===== config.mk =====
export PLATFORM = sky130hd
export DESIGN_NAME = adsr_envelope
export DESIGN_NICKNAME = d
export VERILOG_FILES = /design/src/rtl/adsr_pkg.sv /design/src/rtl/env_scaler.sv /design/src/rtl/adsr_envelope.sv
export SDC_FILE = /design/constraint.sdc
export NUM_CORES = 1
export LEC_CHECK = 0
export BUFFER_PORTS_ARGS = -buffer_cell sky130_fd_sc_hd__buf_2
export CELL_PAD_IN_SITES_DETAIL_PLACEMENT = 1
export CELL_PAD_IN_SITES_GLOBAL_PLACEMENT = 1
export CORE_UTILIZATION = 40
export DETAILED_ROUTE_END_ITERATION = 12
export PLACE_DENSITY = 0.81
export SLEW_MARGIN = 20
export SYNTH_ARGS = -nofsm -noshare
export SYNTH_HDL_FRONTEND = slang
export SYNTH_SLANG_ARGS = --single-unit

===== constraint.sdc =====
create_clock -name clk_i -period 16.6 [get_ports clk_i]
set_input_delay 0 -clock clk_i [delete_from_list [all_inputs] [get_ports clk_i]]
set_output_delay 0 -clock clk_i [all_outputs]
set_load 0.005 [all_outputs]

===== src/rtl/adsr_pkg.sv =====
// adsr_pkg: shared types and constants for the ADSR envelope generator.
package adsr_pkg;

  // Envelope FSM state encodings.
  typedef enum logic [2:0] {
    ST_IDLE    = 3'd0,
    ST_ATTACK  = 3'd1,
    ST_DECAY   = 3'd2,
    ST_SUSTAIN = 3'd3,
    ST_RELEASE = 3'd4
  } adsr_state_t;

  // Full-scale envelope value; the attack phase saturates here.
  localparam logic [15:0] ENV_MAX = 16'hFFFF;

endpackage


===== src/rtl/env_scaler.sv =====
// env_scaler: two-stage sample x envelope gain stage.
// Stage 1 registers the signed product of the sample and the zero-extended
// envelope; stage 2 takes the arithmetic right shift by ENV_W_P and
// truncates to WIDTH_P. sample_o holds its value between valid pulses.
module env_scaler #(
  parameter int WIDTH_P = 24,
  parameter int ENV_W_P = 16
) (
  input  logic               clk_i,
  input  logic               rst_n,
  input  logic               valid_i,
  input  logic [WIDTH_P-1:0] sample_i,
  input  logic [ENV_W_P-1:0] env_i,
  output logic               valid_o,
  output logic [WIDTH_P-1:0] sample_o
);

  // A signed WIDTH_P sample times an unsigned ENV_W_P gain fits in
  // WIDTH_P+ENV_W_P signed bits, so the product never overflows.
  localparam int PROD_W = WIDTH_P + ENV_W_P;

  logic signed [PROD_W-1:0] samp_ext;
  logic signed [PROD_W-1:0] env_ext;
  logic signed [PROD_W-1:0] prod_q;
  logic                     valid_q;
  logic                     unused_lsbs;

  assign samp_ext    = PROD_W'($signed(sample_i));
  assign env_ext     = PROD_W'({1'b0, env_i});
  assign unused_lsbs = ^prod_q[ENV_W_P-1:0];

  // Stage 1: capture the full-precision product for each accepted sample.
  always_ff @(posedge clk_i or negedge rst_n) begin
    if (!rst_n) begin
      prod_q  <= '0;
      valid_q <= 1'b0;
    end else begin
      valid_q <= valid_i;
      if (valid_i) prod_q <= samp_ext * env_ext;
    end
  end

  // Stage 2: shift out the fractional gain bits and present the result.
  always_ff @(posedge clk_i or negedge rst_n) begin
    if (!rst_n) begin
      sample_o <= '0;
      valid_o  <= 1'b0;
    end else begin
      valid_o <= valid_q;
      if (valid_q) sample_o <= prod_q[ENV_W_P +: WIDTH_P];
    end
  end

endmodule


===== src/rtl/adsr_envelope.sv =====
// adsr_envelope: ADSR envelope generator and gain stage, 48 kHz sample domain.
// Build option: define ADSR_EXP_RELEASE_EN for an exponential release
// (decrement = (env >> release_step_i[3:0]) + 1); otherwise the release
// decrement is release_step_i (linear).
//
// state   | meaning
// IDLE    | note off, env forced to 0
// ATTACK  | env rises by attack step, saturates at ENV_MAX
// DECAY   | env falls by decay step, floored at the sustain level
// SUSTAIN | env tracks the sustain level while the key is held
// RELEASE | key released, env falls toward 0
module adsr_envelope
  import adsr_pkg::*;
#(
  parameter int WIDTH_P = 24,
  parameter int ENV_W_P = 16
) (
  input  logic               clk_i,
  input  logic               rst_n,
  input  logic               sample_valid_i,
  input  logic [WIDTH_P-1:0] sample_i,
  input  logic               gate_i,
  input  logic [ENV_W_P-1:0] attack_step_i,
  input  logic [ENV_W_P-1:0] decay_step_i,
  input  logic [ENV_W_P-1:0] sustain_level_i,
  input  logic [ENV_W_P-1:0] release_step_i,
  output logic [WIDTH_P-1:0] sample_o,
  output logic               sample_valid_o,
  output logic [ENV_W_P-1:0] env_o,
  output logic [2:0]         state_o
);

  localparam logic [ENV_W_P-1:0] ENV_MAX_L = ENV_W_P'(ENV_MAX);

  adsr_state_t        state_q;
  logic [ENV_W_P-1:0] env_q;
  logic               gate_q;

  logic               gate_rise;
  logic               gate_fall;
  logic [ENV_W_P:0]   atk_sum;
  logic [ENV_W_P:0]   dec_diff;
  logic [ENV_W_P:0]   rel_dec;
  logic [ENV_W_P:0]   rel_diff;
  logic               atk_sat;
  logic               dec_floor;
  logic               rel_zero;

  assign gate_rise = gate_i & ~gate_q;
  assign gate_fall = ~gate_i & gate_q;

`ifdef ADSR_EXP_RELEASE_EN
  logic unused_rel;
  assign unused_rel = ^release_step_i[ENV_W_P-1:4];
`endif

  // Candidate next envelope values; the top bit of each sum/difference
  // flags carry (attack) or borrow (decay/release).
  always_comb begin
    atk_sum  = {1'b0, env_q} + {1'b0, attack_step_i};
    dec_diff = {1'b0, env_q} - {1'b0, decay_step_i};
`ifdef ADSR_EXP_RELEASE_EN
    rel_dec  = {1'b0, env_q >> release_step_i[3:0]} + (ENV_W_P+1)'(1);
`else
    rel_dec  = {1'b0, release_step_i};
`endif
    rel_diff  = {1'b0, env_q} - rel_dec;
    atk_sat   = atk_sum >= {1'b0, ENV_MAX_L};
    dec_floor = dec_diff[ENV_W_P] || (dec_diff[ENV_W_P-1:0] <= sustain_level_i);
    rel_zero  = rel_diff[ENV_W_P] || (rel_diff[ENV_W_P-1:0] == '0);
  end

  // Envelope FSM: advances once per accepted sample, holds otherwise.
  // A gate fall wins over the phase's own transition, but env still moves
  // as the current phase dictates; a retrigger from RELEASE keeps env.
  always_ff @(posedge clk_i or negedge rst_n) begin
    if (!rst_n) begin
      state_q <= ST_IDLE;
      env_q   <= '0;
      gate_q  <= 1'b0;
    end else if (sample_valid_i) begin
      gate_q <= gate_i;
      case (state_q)
        ST_IDLE: begin
          env_q <= '0;
          if (gate_rise) state_q <= ST_ATTACK;
        end
        ST_ATTACK: begin
          env_q <= atk_sat ? ENV_MAX_L : atk_sum[ENV_W_P-1:0];
          if (gate_fall)    state_q <= ST_RELEASE;
          else if (atk_sat) state_q <= ST_DECAY;
        end
        ST_DECAY: begin
          env_q <= dec_floor ? sustain_level_i : dec_diff[ENV_W_P-1:0];
          if (gate_fall)      state_q <= ST_RELEASE;
          else if (dec_floor) state_q <= ST_SUSTAIN;
        end
        ST_SUSTAIN: begin
          env_q <= sustain_level_i;
          if (gate_fall) state_q <= ST_RELEASE;
        end
        ST_RELEASE: begin
          if (gate_rise) begin
            state_q <= ST_ATTACK;
          end else begin
            env_q <= rel_zero ? '0 : rel_diff[ENV_W_P-1:0];
            if (rel_zero) state_q <= ST_IDLE;
          end
        end
        default: begin
          state_q <= ST_IDLE;
          env_q   <= '0;
        end
      endcase
    end
  end

  assign env_o   = env_q;
  assign state_o = state_q;

  // Gain stage sees env before this sample's update.
  env_scaler #(
    .WIDTH_P(WIDTH_P),
    .ENV_W_P(ENV_W_P)
  ) u_env_scaler (
    .clk_i   (clk_i),
    .rst_n   (rst_n),
    .valid_i (sample_valid_i),
    .sample_i(sample_i),
    .env_i   (env_q),
    .valid_o (sample_valid_o),
    .sample_o(sample_o)
  );

endmodule


Word-level counts from Yosys, hierarchy flattened
Cells that the tools add are included.
{"block": "classes", "addsub": 3, "n_reduce_logical": 6, "n_eq_ne": 10, "n_shift": 0, "n_bitwise": 4, "n_lt_le_gt_ge": 2, "n_mul": 1, "muxes": 14, "n_div": 0}
{"cell": "$mux 16", "count": 4}
{"cell": "$pmux 16 s4", "count": 1}
{"cell": "$mul 24x17->40", "count": 1}
{"cell": "$sub 16x16->17", "count": 2}
{"cell": "$mux 3", "count": 8}
{"cell": "$add 16x16->17", "count": 1}
{"cell": "$ge 17x16->1 const B", "count": 1}
{"cell": "$le 16x16->1", "count": 1}
{"cell": "$logic_not 16->1", "count": 1}
{"cell": "$pmux 3 s5", "count": 1}
{"cell": "$ne 3x3->1 const B", "count": 3}
{"cell": "$eq 3x2->1 const B", "count": 2}
{"cell": "$ne 2x2->1 const B", "count": 3}
{"cell": "$reduce_and 6->1", "count": 1}
{"cell": "$eq 3x1->1 const B", "count": 1}
{"cell": "$eq 3x3->1 const B", "count": 1}
{"cell": "$logic_not 3->1", "count": 1}
{"cell": "$and 1x1->1", "count": 2}
{"cell": "$logic_or 1x1->1", "count": 2}
{"cell": "$not 1->1", "count": 2}
{"cell": "$reduce_and 2->1", "count": 1}
{"block": "word_totals", "ram_bits": 0, "inputBits": 92, "latchBits": 0, "regBits": 86, "romBits": 0, "elab_cells": 47, "n_memories": 0}

Depth between registers and ports, before layout
Gate-level depths: netlist (run 1).
{"block": "depth", "depth_word": 6, "depth_mapped": 25, "mapped_depth_nobuf": 23}

Cells and area by module
Synthesis (run 1) repeated with hierarchy kept, for this count alone.
{"block": "unflattened", "hier_cells": 2242, "hier_area_um2": 19703.9}
{"module": "env_scaler", "cells_each": 1613, "seq_area_each_um2": 1251.2, "area_each_um2": 15160.8, "n_inst": 1}
{"module": "adsr_envelope", "cells_each": 629, "seq_area_each_um2": 500.5, "area_each_um2": 4543.1, "n_inst": 1}

Worst setup path before layout (run 1)
Ideal clock, no wire load.
{"block": "synth_path", "path_kind": "flip-flop to flip-flop", "from": "register env_q[3], in the netlist env_o[3]", "to": "register u_env_scaler.prod_q[32]", "path_buffers": 2, "slack_ps": 10207, "arrival_ps": 6268, "required_time_ps": 16475, "synth_period_minus_slack_ps": 6393, "path_stages_with_launch": 23, "path_cell_list": "dfrtp_1 > clkbuf_1 > clkbuf_1 > nand2_1 > fa_1 > fa_1 > fa_1 > inv_1 > fa_1 > fa_1 > inv_1 > fa_1 > inv_1 > ha_1 > a21o_1 > a21o_1 > a2111oi_0 > o21ai_1 > a41oi_1 > o21ai_1 > a41oi_1 > xnor2_1 > mux2_2"}
{"block": "synth_via", "elab_chain_len": 1}
{"item": "from (decl)", "line_no": "adsr_envelope.sv:36", "text": "logic [ENV_W_P-1:0] env_q;"}
{"item": "from (signal assigned)", "line_no": "adsr_envelope.sv:89", "text": "env_q <= atk_sat ? ENV_MAX_L : atk_sum[ENV_W_P-1:0];"}
{"item": "from (signal assigned)", "line_no": "adsr_envelope.sv:94", "text": "env_q <= dec_floor ? sustain_level_i : dec_diff[ENV_W_P-1:0];"}
{"item": "from (signal assigned)", "line_no": "adsr_envelope.sv:99", "text": "env_q <= sustain_level_i;"}
{"item": "$mul 24x17->40", "line_no": "env_scaler.sv:39", "text": "if (valid_i) prod_q <= samp_ext * env_ext;"}
{"item": "to (signal assigned)", "line_no": "env_scaler.sv:39"}
{"item": "to (decl)", "line_no": "env_scaler.sv:24", "text": "logic signed [PROD_W-1:0] prod_q;"}
Every way passes these cells.
A chain may end at the register's enable or synchronous reset.

Worst setup path after layout (run 1)
{"block": "layout_path", "from": "register env_q[2], in the netlist env_o[2]", "to": "register u_env_scaler.prod_q[39]"}
Same word-level chain as after synthesis.

==> qor.txt, run 1 <==
status: finished clean
placed insts: 2871
crit path max fanout: 21
pin count of the biggest net entering global routing: 71
Die Height: 223 um
met1 WL: 23.9 mm
first-pass GRT wire length: 99.0 mm
initial antenna violation count: 0
Setup TNS: 0 ns
Num CTS Buffers: 9
Post-CTS Setup Bufs: 0
clock skew: 0.00843 ns
max-slew violation count: 0
DR DRC count: 0
CTS sink count: 70
# hold bufs at CTS: 6
Mean Syn Cell Area: 8.91 um2
Worst Max-Slew Pin Slew: 1.12 ns
Iter 0 DRT Violations: 878
layout cells sized above 1: 10.4%
Post-Syn Nets: 2817
Crit. Startpoint: env_o[2]
reg2reg start: env_o[2]
cell count after synthesis: 2192
Hold Vio Cnt, Final: 0
DPL Wire Length: 49.5 mm
#FFs+latches synth: 70
Post-synth EDFFs: 0
Critical Path End Type: register
Rows: 80
antenna viol nets, final: 0
Rel. slew slack: 25.2%
routed len/inst: 21.2 um
GRT Total Usage: 25.8%
slowest CP cell: dfrtp_1
fin cells: 2894
Port Buffers: 135
Fmax: 135 MHz
die width: 223 um
Post-CTS Resized: 0
most common cell in the netlist: inv_1
worst path required time: 16.90 ns
CP Launch Type: register
Primary FF master, synth: dfrtp_1
Initial Util: 40.8%
CTS clk-pin slew, worst paths: 0.07 ns
core area: 47900 um2
Root Buffer Master: clkbuf_16
Mapped Area: 19500 um2
most used cell, CP: fa_1
DR pass1 iterations: 5
Ports: 136
global placement routability congestion: 0.873
clk buf depth: 2
leading post-synthesis cells by instance count: 500 x inv_1, 373 x fa_1, 285 x nand2_1
post-DR vias/cell: 5.52
kind of cell adding the most delay to the critical path: adder cells
met2 wire length: 32.1 mm
post-synthesis sequential area ratio: 8.96%
Worst-Skew Late Latency: 0.37 ns
total grt overflow: 0
Final Critical Period: 7.39 ns
CP peak stage delay: 0.95 ns
final net count: 2899
max layer used: met4
synth unique cells: 73
synthesis-to-finish area growth: 8.48%
diode count: 0
met3 WL: 2.51 mm
vias in the first global route: 18600
min-delay src: sustain_level_i[4]
RSZ-0062 raised after global routing: no
Post-Route WL: 61.3 mm
max cap viols: 0
CTS tree: yes
CTS H-tree depth: 3
vias: 16000
Synth area leader: fa_1
Synth top area share: 38.2%
WP data arrival: 7.69 ns
ys async rst share: 100%
Crit Path Class: reg2reg
Syn. warnings: 0
HP Class: in2reg
Die ar.: 49700 um2
Synth area leaders: fa_1 38%, ha_1 10%, inv_1 9.6%
CP cell instances: nand2_1 -> fa_1 -> inv_1 -> fa_1 -> fa_1 -> fa_1 -> fa_1 -> inv_1 -> fa_1 -> inv_1 -> ha_1 -> a21o_1 -> a21o_1 -> a21o_1 -> nor3b_1 -> nand3_1 -> nand2_1 -> o2111ai_1 -> or4b_1 -> nand3_1
Buffers & Inverters on Critical Path: 3
Setup Viol. Count Final: 0
final period utilization: 44.5%
[logic make-up (layout without fill, tap and decap cells)]
kind of cell             Yosys count  count (layout)  synth area share [%]
adder cells (fa/ha/maj)          533             533                  48.5
AO/OA/AOI/OAI                    292             292                  10.5
multiplexers                      55              55                  3.12
buffers and inverters            586             673                  11.3
AND/OR/NAND/NOR                  589             589                  14.7
XOR/XNOR                          67              67                  3.00
flip-flops                        70              70                  8.96
[cells in the final DEF (no fill, tap or decap), types with 41 or more instances in the layout]
master	n
and2_1	152
ha_1	160
buf_2	134
inv_1	500
nand2_1	285
fa_1	373
a21oi_1	55
nor2_1	43
o21ai_0	45
mux2_2	47
dfrtp_1	67
xnor2_1	41
[through the flow]
step | hold slack, ns | instance area [um2] | utilization, % | setup WS, ns
after floorplan | -0.296 | 19500 | - | 10.21
after global placement | 0.199 | 20800 | 43.4 | 9.50
after detailed placement | 0.203 | 20800 | 43.4 | 9.23
after CTS | 0.0213 | 21200 | 44.1 | 9.13
after global routing | 0.0583 | 21200 | 44.2 | 8.84
final | 0.0460 | 21200 | 44.2 | 9.21
[flip-flops by register name, indices dropped and copies added (netlist names)]
name / flops
u_env_scaler.prod_q: 24
u_env_scaler.valid_o: 1
gate_q: 1
u_env_scaler.sample_o: 24
u_env_scaler.valid_q: 1
state_o: 3
env_o: 16
[worst min-delay path, stage by stage]
cell	delay [ns]
buf_2	0.11
a222oi_1	0.08
a31oi_1	0.17
[per-layer routing]
metal | global-route usage [%] | vias up
met1 | 29.9 | 8350
met3 | 2.61 | 148
met4 | 12.3 | 0
li1 | - | 7005
met5 | 0 | -
met2 | 47.3 | 462
[area by class of cell]
cell class / instances / area, um2
fill: 5626 / 26700
multi-input combinational: 1536 / 15600
inverter: 500 / 1880
sequential: 70 / 1760
timing repair buffer: 157 / 878
tap: 615 / 769
clock buffer: 10 / 229
clock inverter: 6 / 93.8
[worst paths after layout]
path	end	slack, ns	depth (start not counted)
worst min register to register	u_env_scaler.sample_o[7]	0.50	1
worst max-delay path	u_env_scaler.prod_q[39]	9.21	20
max in group asynchronous	env_o[7]	15.93	3
min in group asynchronous	u_env_scaler.sample_o[1]	0.06	2
worst max register to register	u_env_scaler.prod_q[39]	9.21	20
worst min-delay path	env_o[4]	0.05	3
Power of run 1 is not shown: default switching activity piles up to over one toggle a cycle in this logic, so the estimate is an artifact.
==> run 2: changes to the inputs <==
- clock period: 16.6 -> 7.58 ns (I/O delays scaled with it)
==> qor.txt, run 2 (synthesis gave the netlist of run 1 again) <==
Root Buffer Master: clkbuf_16
CTS tree: yes
clock skew: 0.0102 ns (+0.00175 ns)
status: finished clean
Setup TNS: 0 ns (unchanged)
Worst-Skew Late Latency: 0.35 ns (-0.02 ns)
Die ar.: 49700 um2 (unchanged)
synthesis-to-finish area growth: 8.48% (unchanged)
Post-CTS Setup Bufs: 0 (unchanged)
HP Class: in2reg
crit path max fanout: 17 (-19%)
most frequent cells in the layout: 500 x inv_1, 373 x fa_1, 285 x nand2_1
initial antenna violation count: 0 (unchanged)
Ports: 136 (unchanged)
Die Height: 223 um (unchanged)
DPL Wire Length: 49.3 mm (-0.43%)
Initial Util: 40.8% (unchanged)
RSZ-0062 raised after global routing: no
Worst Max-Slew Pin Slew: 1.02 ns (-0.104 ns)
worst path required time: 7.87 ns (-9.03 ns)
WP data arrival: 7.40 ns (-0.29 ns)
Hold Vio Cnt, Final: 0 (unchanged)
die width: 223 um (unchanged)
GRT Total Usage: 25.3% (-0.48 points)
DR DRC count: 0 (unchanged)
Rows: 80 (unchanged)
CTS sink count: 70 (unchanged)
CTS H-tree depth: 3 (unchanged)
core area: 47900 um2 (unchanged)
final period utilization: 93.8% (+49 points)
Worst Reg2Reg Path Length in Cells: 21 (+5.0%)
routed len/inst: 20.8 um (-1.7%)
Worst R2R Setup Slack: 0.47 ns (-8.74 ns)
pin count of the biggest net entering global routing: 71 (unchanged)
Critical Path End Type: register
total grt overflow: 0 (unchanged)
CTS clk-pin slew, worst paths: 0.07 ns (about the same)
# hold bufs at CTS: 5 (-1)
hold endpoint: env_o[8]
Port Buffers: 135 (unchanged)
Post-Route WL: 60.4 mm (-1.4%)
CP Launch Type: register
first-pass GRT wire length: 97.6 mm (-1.4%)
Hold Path Depth: 3 (unchanged)
diode count: 0 (unchanged)
post-DR vias/cell: 5.46 (-1.0%)
Num CTS Buffers: 9 (unchanged)
antenna viol nets, final: 0 (unchanged)
max-slew violation count: 0 (unchanged)
commonest non-fill, non-tap cell in the layout: inv_1
final net count: 2909 (+0.34%)
Fmax: 141 MHz (+3.9%)
DR pass1 iterations: 5 (unchanged)
Crit Path Class: reg2reg
Post-CTS Resized: 0 (unchanged)
clk buf depth: 2 (unchanged)
reg2reg start: env_o[8]
Setup Viol. Count Final: 0 (unchanged)
layout cells sized above 1: 10.8% (+0.31 points)
max cap viols: 0 (unchanged)
global placement routability congestion: 0.932 (+6.7%)
min-delay src: sustain_level_i[8]
reg-to-reg endpoint: u_env_scaler.prod_q[39]
vias in the first global route: 18300 (-1.5%)
Rel. slew slack: 32.2% (+6.9 points)
Iter 0 DRT Violations: 750 (-15%)
vias: 15900 (-0.71%)
Final Critical Period: 7.11 ns (-0.278 ns)
[run 2: metrics by stage]
stage / instances / area (um2) / setup WS (ns) / util (%) / hold slack [ns]
after floorplan: 2192 / 19500 / 1.19 / - / -0.296
after global placement: 2883 / 20900 / 0.708 / 43.5 / 0.176
after detailed placement: 2883 / 20900 / 0.528 / 43.5 / 0.204
after CTS: 2903 / 21200 / 0.505 / 44.2 / 0.000291
after global routing: 2903 / 21200 / 0.105 / 44.2 / 0.00837
final: 2903 / 21200 / 0.467 / 44.2 / 0.0183
[run 2: final cells by class]
| class | count | area (um2) |
|---|---|---|
| multi-input cells | 1536 | 15600 |
| clock buffers | 9 | 225 |
| repair buffers | 167 | 931 |
| well taps | 615 | 769 |
| fillers | 5661 | 26700 |
| clock inverters | 6 | 38.8 |
| inverters | 500 | 1880 |
| flip-flops and latches | 70 | 1750 |
[run 2: worst max path at each step]
| stage | depth (start not counted) | endpoint | startpoint |
|---|---|---|---|
| finish | 21 | u_env_scaler.prod_q[39] | env_o[8] |
| global route | 21 | u_env_scaler.prod_q[39] | env_o[8] |
| CTS | 21 | u_env_scaler.prod_q[39] | env_o[8] |
| detailed placement | 21 | u_env_scaler.prod_q[39] | env_o[8] |
| global placement | 20 | u_env_scaler.prod_q[39] | env_o[8] |
| floorplan | 22 | u_env_scaler.prod_q[32] | env_o[3] |
[run 2: layer usage]
layer	global-route usage, %	share of wire (%)	vias up
li1	-	-	7006
met1	29.3	38	8217
met2	46.3	52	466
met3	2.70	4.3	162
met4	12.4	5.1	0
met5	0	0	-
[run 2: worst max-delay path: stages, from the launching register on]
cell       delay, ns
dfrtp_1         0.68
buf_4           0.35
nand2_1         0.13
fa_1            0.56
inv_1           0.05
fa_1            0.49
fa_1            0.56
fa_1            0.46
fa_1            0.52
inv_1           0.06
fa_1            0.47
inv_1           0.04
ha_1            0.36
a21oi_1         0.16
o21ai_0         0.11
a41o_1          0.25
o21ai_0         0.56
nand3_1         0.22
nand2_1         0.17
o2111ai_1       0.22
or4b_1          0.51
nand3_1         0.10
Power of run 2 is left out for the same reason.
==> run 3: changes to the inputs <==
- HOLD_SLACK_MARGIN: not set -> 0.12
- PLACE_DENSITY: 0.81 -> 0.82
- clock period: 7.58 -> 7.5 ns (I/O delays scaled with it)
==> qor.txt, run 3 (synthesis gave the netlist of run 1 again) <==
status: finished clean
worst path required time: 7.78 ns (-0.09 ns)
vias in the first global route: 18900 (+3.1%)
Post-CTS Setup Bufs: 0 (unchanged)
Placed Instance Area: 20900 um2 (about the same)
max-slew violation count: 0 (unchanged)
CTS H-tree depth: 3 (unchanged)
crit path max fanout: 16 (-1)
Hold Vio Cnt, Final: 0 (unchanged)
post-DR vias/cell: 5.52 (+1.0%)
Rel. slew slack: 21.1% (-11 points)
final period utilization: 96.8% (+2.9 points)
first-pass GRT wire length: 101 mm (+3.2%)
WP data arrival: 7.54 ns (+0.14 ns)
CTS tree: yes
global placement routability congestion: 0.898 (-3.6%)
clk buf depth: 2 (unchanged)
Port Buffers: 135 (unchanged)
vias: 16000 (+1.1%)
pin count of the biggest net entering global routing: 71 (unchanged)
Worst Max-Slew Pin Slew: 1.18 ns (+0.165 ns)
Post-Route WL: 62.4 mm (+3.3%)
post-route cell area: 21300 um2 (+0.35%)
Ports: 136 (unchanged)
Critical Path End Type: register
final net count: 2911 (+0.069%)
Final Critical Period: 7.26 ns (+0.146 ns)
Initial Util: 40.8% (unchanged)
Num CTS Buffers: 9 (unchanged)
CTS sink count: 70 (unchanged)
synthesis-to-finish area growth: 8.86%
GRT Total Usage: 26.2% (+0.91 points)
die width: 223 um (unchanged)
Setup Viol. Count Final: 0 (unchanged)
diode count: 0 (unchanged)
commonest non-fill, non-tap cell in the layout: inv_1
Rows: 80 (unchanged)
Root Buffer Master: clkbuf_16
HP Class: in2reg
DR pass1 iterations: 5 (unchanged)
layout cells sized above 1: 10.8% (+0.030 points)
Iter 0 DRT Violations: 944 (+26%)
DR DRC count: 0 (unchanged)
CP Launch Type: register
most frequent cells in the layout: 500 x inv_1, 373 x fa_1, 285 x nand2_1
Worst R2R Setup Slack: 0.24 ns (-0.23 ns)
RSZ-0062 raised after global routing: no
total grt overflow: 0 (unchanged)
DPL Wire Length: 50.7 mm (+2.9%)
Setup TNS: 0 ns (unchanged)
antenna viol nets, final: 0 (unchanged)
routed len/inst: 21.5 um (+3.2%)
Fmax: 138 MHz (-2.0%)
initial antenna violation count: 0 (unchanged)
max cap viols: 0 (unchanged)
Die ar.: 49700 um2 (unchanged)
clock skew: 0.00660 ns (-0.00358 ns)
Fill cells: 5652 (-0.16%)
core area: 47900 um2 (unchanged)
Crit Path Class: reg2reg
Die Height: 223 um (unchanged)
Worst-Skew Late Latency: 0.35 ns (about the same)
CTS clk-pin slew, worst paths: 0.07 ns (about the same)
## run 3: cell count changes in the layout (fill, tap and decap cells not counted), sizes merged
cell / change
dlygate4sd3: +3
bufinv: +2
buf: -1
clkbuf: +1
clkinv: -1
clkinvlp: -1
## run 3: layout make-up
| cell class | count | area (um2) | area share, % |
|---|---|---|---|
| timing repair buffer | 169 | 953 | 4.48 |
| clock buffer | 10 | 229 | 1.08 |
| clock inverter | 6 | 93.8 | 0.441 |
| inverter | 500 | 1880 | 8.82 |
| sequential | 70 | 1750 | 8.25 |
| multi-input combinational | 1536 | 15600 | 73.3 |
| tap | 615 | 769 | 3.62 |
## run 3: worst max-delay path: stages (launching register included)
cell and delay, ns:
dfrtp_1 0.85, buf_4 0.32, and2_1 0.18, fa_1 0.45, inv_1 0.10, fa_1 0.44
fa_1 0.52, inv_1 0.06, fa_1 0.49, fa_1 0.49, inv_1 0.05, fa_1 0.50
inv_1 0.05, ha_1 0.35, a21oi_1 0.18, o21ai_0 0.12, a41o_1 0.24, o21ai_0 0.57
nand3_1 0.24, nand2_1 0.19, o2111ai_1 0.20, or4b_1 0.50, nand3_1 0.09
## run 3: stage by stage
stage / instances / hold slack (ns) / setup slack, ns / util [%]
after floorplan: 2192 / -0.296 / 1.11 / -
after global placement: 2882 / 0.182 / 0.480 / 43.5
after detailed placement: 2882 / 0.192 / 0.292 / 43.5
after CTS: 2906 / 0.134 / 0.249 / 44.4
after global routing: 2906 / 0.161 / 0.0275 / 44.4
final: 2906 / 0.131 / 0.241 / 44.4
## run 3: metal layers
| metal | vias up | GRT usage, % | share of wire [%] |
|---|---|---|---|
| li1 | 7023 | - | - |
| met2 | 503 | 47.5 | 52 |
| met1 | 8308 | 30.1 | 38 |
| met5 | - | 0 | 0 |
| met3 | 193 | 3.49 | 5.0 |
| met4 | 0 | 13.1 | 5.2 |
## run 3: path summary, 6_finish.rpt
path / startpoint / end / cells after the start
max: env_o[6] / u_env_scaler.prod_q[39] / 22
min in group asynchronous: rst_n / u_env_scaler.sample_o[1] / 2
min reg2reg: u_env_scaler.sample_o[13] / u_env_scaler.sample_o[13] / 1
min: sustain_level_i[14] / env_o[14] / 3
max in group asynchronous: rst_n / env_o[2] / 2
max reg2reg: env_o[6] / u_env_scaler.prod_q[39] / 22
## run 3: repair_timing
| action | CTS | global route |
|---|---|---|
| hold buffers | 8 | 0 |
| endpoints found under the hold margin | 77 | 0 |
| resized for setup | 0 | 2 |
| endpoints found under the setup margin | 0 | 3 |
Power of run 3 is left out for the same reason.
